`src/rtl/instr_encoder_loader.sv`:
```
// Packs decoded instruction fields into 16-bit words and streams them into instruction memory.
// Optional running checksum output when INSTR_ENCODER_CHECKSUM_EN is defined.
//   state  | meaning
//   IDLE   | no session, waiting for start
//   LOAD   | accepting tuples, writing words
//   FULL   | DEPTH words written, waiting for finish
//   DONE   | session closed, waiting for start
module instr_encoder_loader #(
  parameter int ADDR_W = 8,
  parameter int DEPTH  = 256
) (
  input  logic              clk,
  input  logic              rst_n,
  input  logic              start,
  input  logic [ADDR_W-1:0] base_addr,
  input  logic              finish,
  input  logic              in_valid,
  output logic              in_ready,
  input  logic [1:0]        in_class,
  input  logic [3:0]        in_op,
  input  logic [2:0]        in_rd,
  input  logic [2:0]        in_rs1,
  input  logic [2:0]        in_rs2,
  input  logic [15:0]       in_imm,
  output logic              imem_we,
  output logic [ADDR_W-1:0] imem_addr,
  output logic [15:0]       imem_wdata,
  output logic              busy,
  output logic              done,
  output logic              err,
  output logic [7:0]        err_count,
`ifdef INSTR_ENCODER_CHECKSUM_EN
  output logic [15:0]       checksum,
`endif
  output logic [ADDR_W:0]   word_count
);

  typedef enum logic [1:0] {S_IDLE, S_LOAD, S_FULL, S_DONE} state_t;

  localparam logic [ADDR_W:0] DEPTH_W = DEPTH[ADDR_W:0];

  state_t            state_q, state_d;
  logic [ADDR_W-1:0] base_q;
  logic              we_q;
  logic              accept;
  logic              reject;
  logic              session_start;
  logic [15:0]       enc;
  logic [ADDR_W:0]   wc_next;

  assign in_ready      = (state_q == S_LOAD);
  assign busy          = (state_q == S_LOAD) || (state_q == S_FULL);
  assign done          = (state_q == S_DONE);
  assign accept        = in_valid && in_ready;
  assign session_start = start && ((state_q == S_IDLE) || (state_q == S_DONE));
  assign wc_next       = word_count + (ADDR_W+1)'(1);
  // Reset has priority even over a write already staged for this cycle.
  assign imem_we       = we_q && rst_n;

  always_comb begin
    enc    = '0;
    reject = 1'b0;
    case (in_class)
      2'b00: begin
        enc    = {2'b00, in_op[0], in_rd, in_rs1, in_imm[6:0]};
        reject = !((&in_imm[15:6]) || (~|in_imm[15:6]));
      end
      2'b01: enc = {2'b01, in_op, 1'b0, in_rd, in_rs1, in_rs2};
      2'b10: begin
        case (in_op[2:0])
          3'b111:  enc = 16'hB800;
          3'b110:  enc = {2'b10, 3'b110, 6'b000000, in_rd, 2'b00};
          default: enc = {2'b10, in_op[2:0], in_rs1, in_rs2, in_rd, 2'b00};
        endcase
      end
      default: reject = 1'b1;
    endcase
  end

  always_comb begin
    state_d = state_q;
    case (state_q)
      S_IDLE, S_DONE: if (start) state_d = S_LOAD;
      S_LOAD: begin
        if (finish)                                        state_d = S_DONE;
        else if (accept && !reject && wc_next == DEPTH_W)  state_d = S_FULL;
      end
      S_FULL: if (finish) state_d = S_DONE;
      default: state_d = S_IDLE;
    endcase
  end

  always_ff @(posedge clk) begin
    if (!rst_n) begin
      state_q    <= S_IDLE;
      base_q     <= '0;
      we_q       <= 1'b0;
      imem_addr  <= '0;
      imem_wdata <= '0;
      err        <= 1'b0;
      err_count  <= '0;
      word_count <= '0;
`ifdef INSTR_ENCODER_CHECKSUM_EN
      checksum   <= '0;
`endif
    end else begin
      state_q <= state_d;
      we_q    <= 1'b0;
      if (session_start) begin
        base_q     <= base_addr;
        err        <= 1'b0;
        err_count  <= '0;
        word_count <= '0;
`ifdef INSTR_ENCODER_CHECKSUM_EN
        checksum   <= '0;
`endif
      end
      if (accept) begin
        if (reject) begin
          err <= 1'b1;
          if (err_count != 8'hFF) err_count <= err_count + 8'd1;
        end else begin
          we_q       <= 1'b1;
          imem_addr  <= base_q + word_count[ADDR_W-1:0];
          imem_wdata <= enc;
          word_count <= wc_next;
`ifdef INSTR_ENCODER_CHECKSUM_EN
          checksum   <= checksum + enc;
`endif
        end
      end
    end
  end

endmodule

```
`config.mk`:
```
export PLATFORM = sky130hd
export DESIGN_NAME = instr_encoder_loader
export DESIGN_NICKNAME = d
export VERILOG_FILES = /design/src/rtl/instr_encoder_loader.sv
export SDC_FILE = /design/constraint.sdc
export NUM_CORES = 1
export LEC_CHECK = 0
export ABC_CLOCK_PERIOD_IN_PS = 4000
export CORE_MARGIN = 2
export CORE_UTILIZATION = 32
export DETAILED_ROUTE_END_ITERATION = 7
export SLEW_MARGIN = 20
export SYNTH_ARGS = -nofsm -noshare
export SYNTH_HDL_FRONTEND = slang
export SYNTH_SLANG_ARGS = --single-unit
```
`constraint.sdc`:
```
create_clock -name clk -period 4 [get_ports clk]
set_input_delay 0.6 -clock clk [delete_from_list [all_inputs] [get_ports clk]]
set_output_delay 0.6 -clock clk [all_outputs]
set_load 0.02 [all_outputs]
```
Word-level counts from Yosys, hierarchy flattened

Index checks and enable logic that the tools add are counted.

Output and inout port bits: 46
Register bits: 53

Reductions and logical operators: 20
$add $sub $neg: 3
Bitwise operators: 1
Muxes and demuxes: 19
Equality and inequality tests: 12

Operators by type and width:

| kind                                          | count |
|---|---|
| one-hot mux 16 bit (3 select lines)           | 1 |
| 2-to-1 mux 8 bit                              | 4 |
| one-hot mux 14 bit (2 select lines)           | 1 |
| 2-to-1 mux 9 bit                              | 3 |
| AND reduction 10 bit                          | 1 |
| OR reduction 10 bit                           | 1 |
| adder 9 x 1 -> 9 bit, second input constant   | 1 |
| == test 9 bit, second input constant          | 1 |
| adder 8 x 1 -> 8 bit, second input constant   | 1 |
| adder 8 bit                                   | 1 |
| 2-to-1 mux 2 bit                              | 4 |
| != test 8 bit, second input constant          | 1 |
| == test 2 bit, second input constant          | 3 |
| == test 3 bit, second input constant          | 2 |
| one-hot mux 2 bit (3 select lines)            | 1 |
| logical AND 1 bit                             | 5 |
| == test 2 x 1 -> 1 bit, second input constant | 2 |
| zero test 2 bit                               | 2 |
| 2-to-1 mux 1 bit                              | 4 |
| != test 2 bit, second input constant          | 2 |
| AND reduction 2 bit                           | 2 |
| OR reduction 2 bit                            | 2 |
| zero test 1 bit                               | 3 |
| logical OR 1 bit                              | 3 |
| other kinds (4)                               | 4 |

Longest topological paths before layout

Depth after elaboration: 11
Depth in mapped cells: 8

Worst setup path after synthesis

Ideal clock, no wire load.

Path kind: register to register
From: register word_count[1]
To: register state_q[0]
Setup time: 0.130 ns
Cell stages (with the launch flop): 7
Data arrival time: 1.886 ns
Buffers on the path: 0
Slack: 1.985 ns
Clock period less this slack: 2.015 ns
Cells stage by stage: dfxtp_1 ha_1 nand4_1 or3_1 a211oi_2 o21a_1 o211ai_1

Word-level cells in the longest chain between the ends: 5

Ends and longest elaborated chain:

| item                             | line | text |
|---|---|---|
| start: declaration               | 35   | `output logic [ADDR_W:0] word_count` |
| start signal: assignment         | 126  | `word_count <= wc_next;` |
| adder 9 x 1 -> 9 bit             | 56   | `assign wc_next = word_count + (ADDR_W+1)'(1);` |
| == test 9 bit                    | 86   | `else if (accept && !reject && wc_next == DEPTH_W) state_d = S_FULL;` |
| logical AND 1 bit                | 86   |  |
| != test 3 x 2 -> 1 bit (no line) | n/a  |  |
| AND reduction 3 bit (no line)    | n/a  |  |
| end signal: assignment           | 107  | `state_q <= state_d;` |
| end: declaration                 | 42   | `state_t state_q, state_d;` |

Every way passes these cells.
A chain may end at the register's enable or synchronous reset.

Final worst setup path

From: input in_class[0]
To: register imem_wdata[4]

Word-level cells in the longest chain between the ends: 5

Ends and longest elaborated chain:

| item                                                    | line | text |
|---|---|---|
| start: declaration                                      | 19   | `input logic [1:0] in_class,` |
| == test 2 bit or == test 2 x 1 -> 1 bit (tied branches) | 63   | `case (in_class)` |
| OR reduction 2 bit (no line)                            | n/a  |  |
| one-hot mux 1 bit (2 select lines)                      | 63   |  |
| NOT 1 bit (no line)                                     | n/a  |  |
| AND reduction 2 bit (no line)                           | n/a  |  |
| end signal: assignment                                  | 125  | `imem_wdata <= enc;` |
| end: declaration                                        | 27   | `output logic [15:0] imem_wdata,` |

Several ways; a longest one is shown, not always the timed one.

==> impl_metrics.py <==
metrics = {
    "power": {
        "power_frac_comb_pct": 36.5,
        "clkPwrFrac_pct": 21.1,
        "total_leakage_power_uw": 0.00154,
        "switching_power_uw": 519,
        "seqPwrFrac_pct": 42.4,
        "p_int_uw": 930,
        "vdd_drop_max_mv": 0.155,
        "p_sw_share_pct": 35.8,
        "powerDensity_nw_per_um2": 338,
    },
    "status": {
        "outcome": "completed",
    },
    "synthesis": {
        "yosys_warnings": 0,
        "synthArstFlopShare_pct": 0,
        "netlist_instances": 393,
        "synth_top_family_by_area": "simple AND/OR/NAND/NOR gates",
        "synth_compound_area_share_pct": 23.1,
        "synthFlopType": "dfxtp_1",
        "syn-num-nets": 450,
        "ys_seq_area_share_pct": 33.2,
        "synth_xor_xnor_area_share_pct": 1.37,
        "synthMuxAreaShare_pct": 5.32,
        "avgSynthCellArea_um2": 8.14,
        "synth_edf_count": 0,
        "synth_cell_type_count": 54,
        "yosys_register_bits": 53,
        "yosys.area_share.simple_pct": 26.9,
        "synth_fa_ha_area_share_pct": 5.32,
        "synthesis.area_um2": 3200,
    },
    "timing": {
        "fin_crit_sh_pct": 68.9,
        "fin_worst_skew_ns": 0.0140,
        "min_period_ns": 2.76,
        "rsz0062_at_grt": "false",
        "tightest_slew_ns": 0.878,
        "max_freq_mhz": 363,
        "setup_violations": 0,
        "fin_ws_ns": 1.24,
        "slew_viol_final": 0,
        "hold_viol": 0,
        "fin_hold_ws_ns": 0.466,
        "finalSetupTns_ns": 0,
        "slew_headroom_pct": 41.0,
    },
    "final_layout": {
        "diodes": 0,
        "fin_area_um2": 4290,
        "final_nets": 534,
        "fin_cells": 611,
        "final_common_cell": "clkdlybuf4s50_1",
        "syn_to_final_growth_pct": 34.0,
        "drive_gt1_share_pct": 7.95,
        "layout_common_cells": "clkdlybuf4s50_1 (89), dfxtp_1 (53), nand2_1 (49)",
    },
    "cts": {
        "cts_root_buffer": "clkbuf_8",
        "cts_tree": "done",
        "ctsResizeCount": 0,
        "h-tree-depth": 2,
        "cts_made_buffers": 5,
        "clk_latency_ns": 0.31,
        "cts_buffer_depth": 2,
        "ctsHoldBuffers": 0,
        "clk_pin_slew_worst_paths_ns": 0.10,
        "cts.sinks": 53,
        "post-cts-setup-buffers": 0,
    },
    "floorplanning": {
        "initial_core_util_pct": 32.9,
        "core_um2": 9730,
        "num_rows": 36,
        "ioPinCount": 90,
        "dieArea_um2": 10800,
        "die_w_um": 104,
        "die_y_um": 104,
    },
    "setup_path": {
        "worst-path-max-fanout": 19,
        "r2r_end": "state_q[1]$_SDFFE_PN0P_",
        "start_kind": "input port",
        "rrSetupSlack_ns": 1.83,
        "required_ns": 4.23,
        "endpoint_kind": "register",
        "critPathLaunch": "in_class[0]",
        "r2r_cells": 6,
        "worst-setup-path-type": "input port to register",
        "cp.arrival_ns": 2.98,
        "critPathCapture": "imem_wdata[4]$_SDFFE_PN0P_",
        "r2r-start": "word_count[1]$_SDFF_PN0_",
    },
    "route": {
        "postRouteAntennaNets": 0,
        "drc": 0,
        "first_pass_iters": 4,
        "vias": 3138,
        "drtIter0Drc": 109,
        "wl_per_cell_um": 14.3,
        "drt_wl_total_um": 8760,
        "via_per_inst": 5.14,
    },
    "placed_design": {
        "port_buffers": 89,
        "pre_cts_slack_ns": 0.947,
        "finalWeightedCongestion": 0.809,
        "post-place-cells": 603,
        "hpwl_um": 6580,
        "place_area_um2": 4200,
    },
    "global_route": {
        "grt_max_degree": 22,
        "grt_pass1_vias": 3037,
        "grt_pass1_wl_um": 14600,
        "antenna_found_initial": 0,
        "overflow": 0,
        "grtUsageTotal_pct": 16.0,
    },
    "hold_path": {
        "hold_path_class": "register to register",
    },
    "run": {
        "timing.max_cap.violations": 0,
    },
}
[critical path: stages]
cell and delay (ns):
clkdlybuf4s50_1 0.43, buf_4 0.23, nor4_2 0.33, nand3_1 0.23, a31oi_4 0.62, buf_4 0.30
nor2_1 0.07, a211oi_2 0.18
[cells in the mapped netlist, types with 9 or more instances]
cell type   n  area share [%]
dfxtp_1    53              33
nand2_1    49             5.7
nor2_1     47             5.5
a21oi_1    31             4.8
o21ai_0    19             3.0
mux2i_1    17             5.3
nand3_1    13             2.0
a211oi_2   12             4.7
ha_1       12             4.7
inv_1      11             1.3
o211ai_1    9             2.1
[stage by stage]
step | util [%] | power (µW)
2_1_floorplan | - | 960
3_3_place_gp | 43.2 | 1150
3_5_place_dp | 43.2 | 1160
4_1_cts | 44.1 | 1470
5_1_grt | 44.1 | 1540
6_report | 44.1 | 1450
[layer usage]
layer  wire length, µm  global-route usage (%)
met5                 0                       0
met4               118                    4.54
met3               330                    3.07
met2              4290                    28.3
met1              4020                    19.7
[how the worst min path moves through the flow]
stage / slack, ns / from / to / depth (start not counted)
floorplan: 0.44 / base_q[0]$_SDFFE_PN0P_ / base_q[0]$_SDFFE_PN0P_ / 2
global placement: 0.45 / imem_wdata[13]$_SDFFE_PN0P_ / imem_wdata[13]$_SDFFE_PN0P_ / 2
detailed placement: 0.45 / base_q[5]$_SDFFE_PN0P_ / base_q[5]$_SDFFE_PN0P_ / 2
CTS: 0.47 / base_q[5]$_SDFFE_PN0P_ / base_q[5]$_SDFFE_PN0P_ / 2
global route: 0.48 / base_q[5]$_SDFFE_PN0P_ / base_q[5]$_SDFFE_PN0P_ / 2
finish: 0.47 / base_q[3]$_SDFFE_PN0P_ / base_q[3]$_SDFFE_PN0P_ / 2
[flip-flops by register name, indices dropped and copies added, names as in the netlist]
register,cells
imem_wdata,16
base_q,8
err,1
err_count,8
we_q,1
word_count,9
state_q,2
imem_addr,8
[final cells by class]
cell class	instances	area (µm²)
fillers	1022	5440
multi-input cells	309	1980
flip-flops and latches	53	1060
repair buffers	97	951
well taps	133	166
clock buffers	6	72.6
inverters	11	41.3
clock inverters	2	13.8
[kinds of logic (layout without fill, tap and decap cells)]
group,Yosys count,in the layout
simple gates,171,171
compound gates,103,103
flops,53,53
buf+inv,31,116
mux,17,17
fa+ha+maj,13,13
xor+xnor,5,5
[power groups by stage]
stage | Clock, µW | Combinational, µW | Sequential (µW)
after floorplan | 0 | 309 | 651
after global placement | 0 | 526 | 626
after detailed placement | 0 | 530 | 628
after CTS | 318 | 534 | 616
after global routing | 334 | 583 | 622
final | 306 | 528 | 614
(Power assumes the default switching activity.)
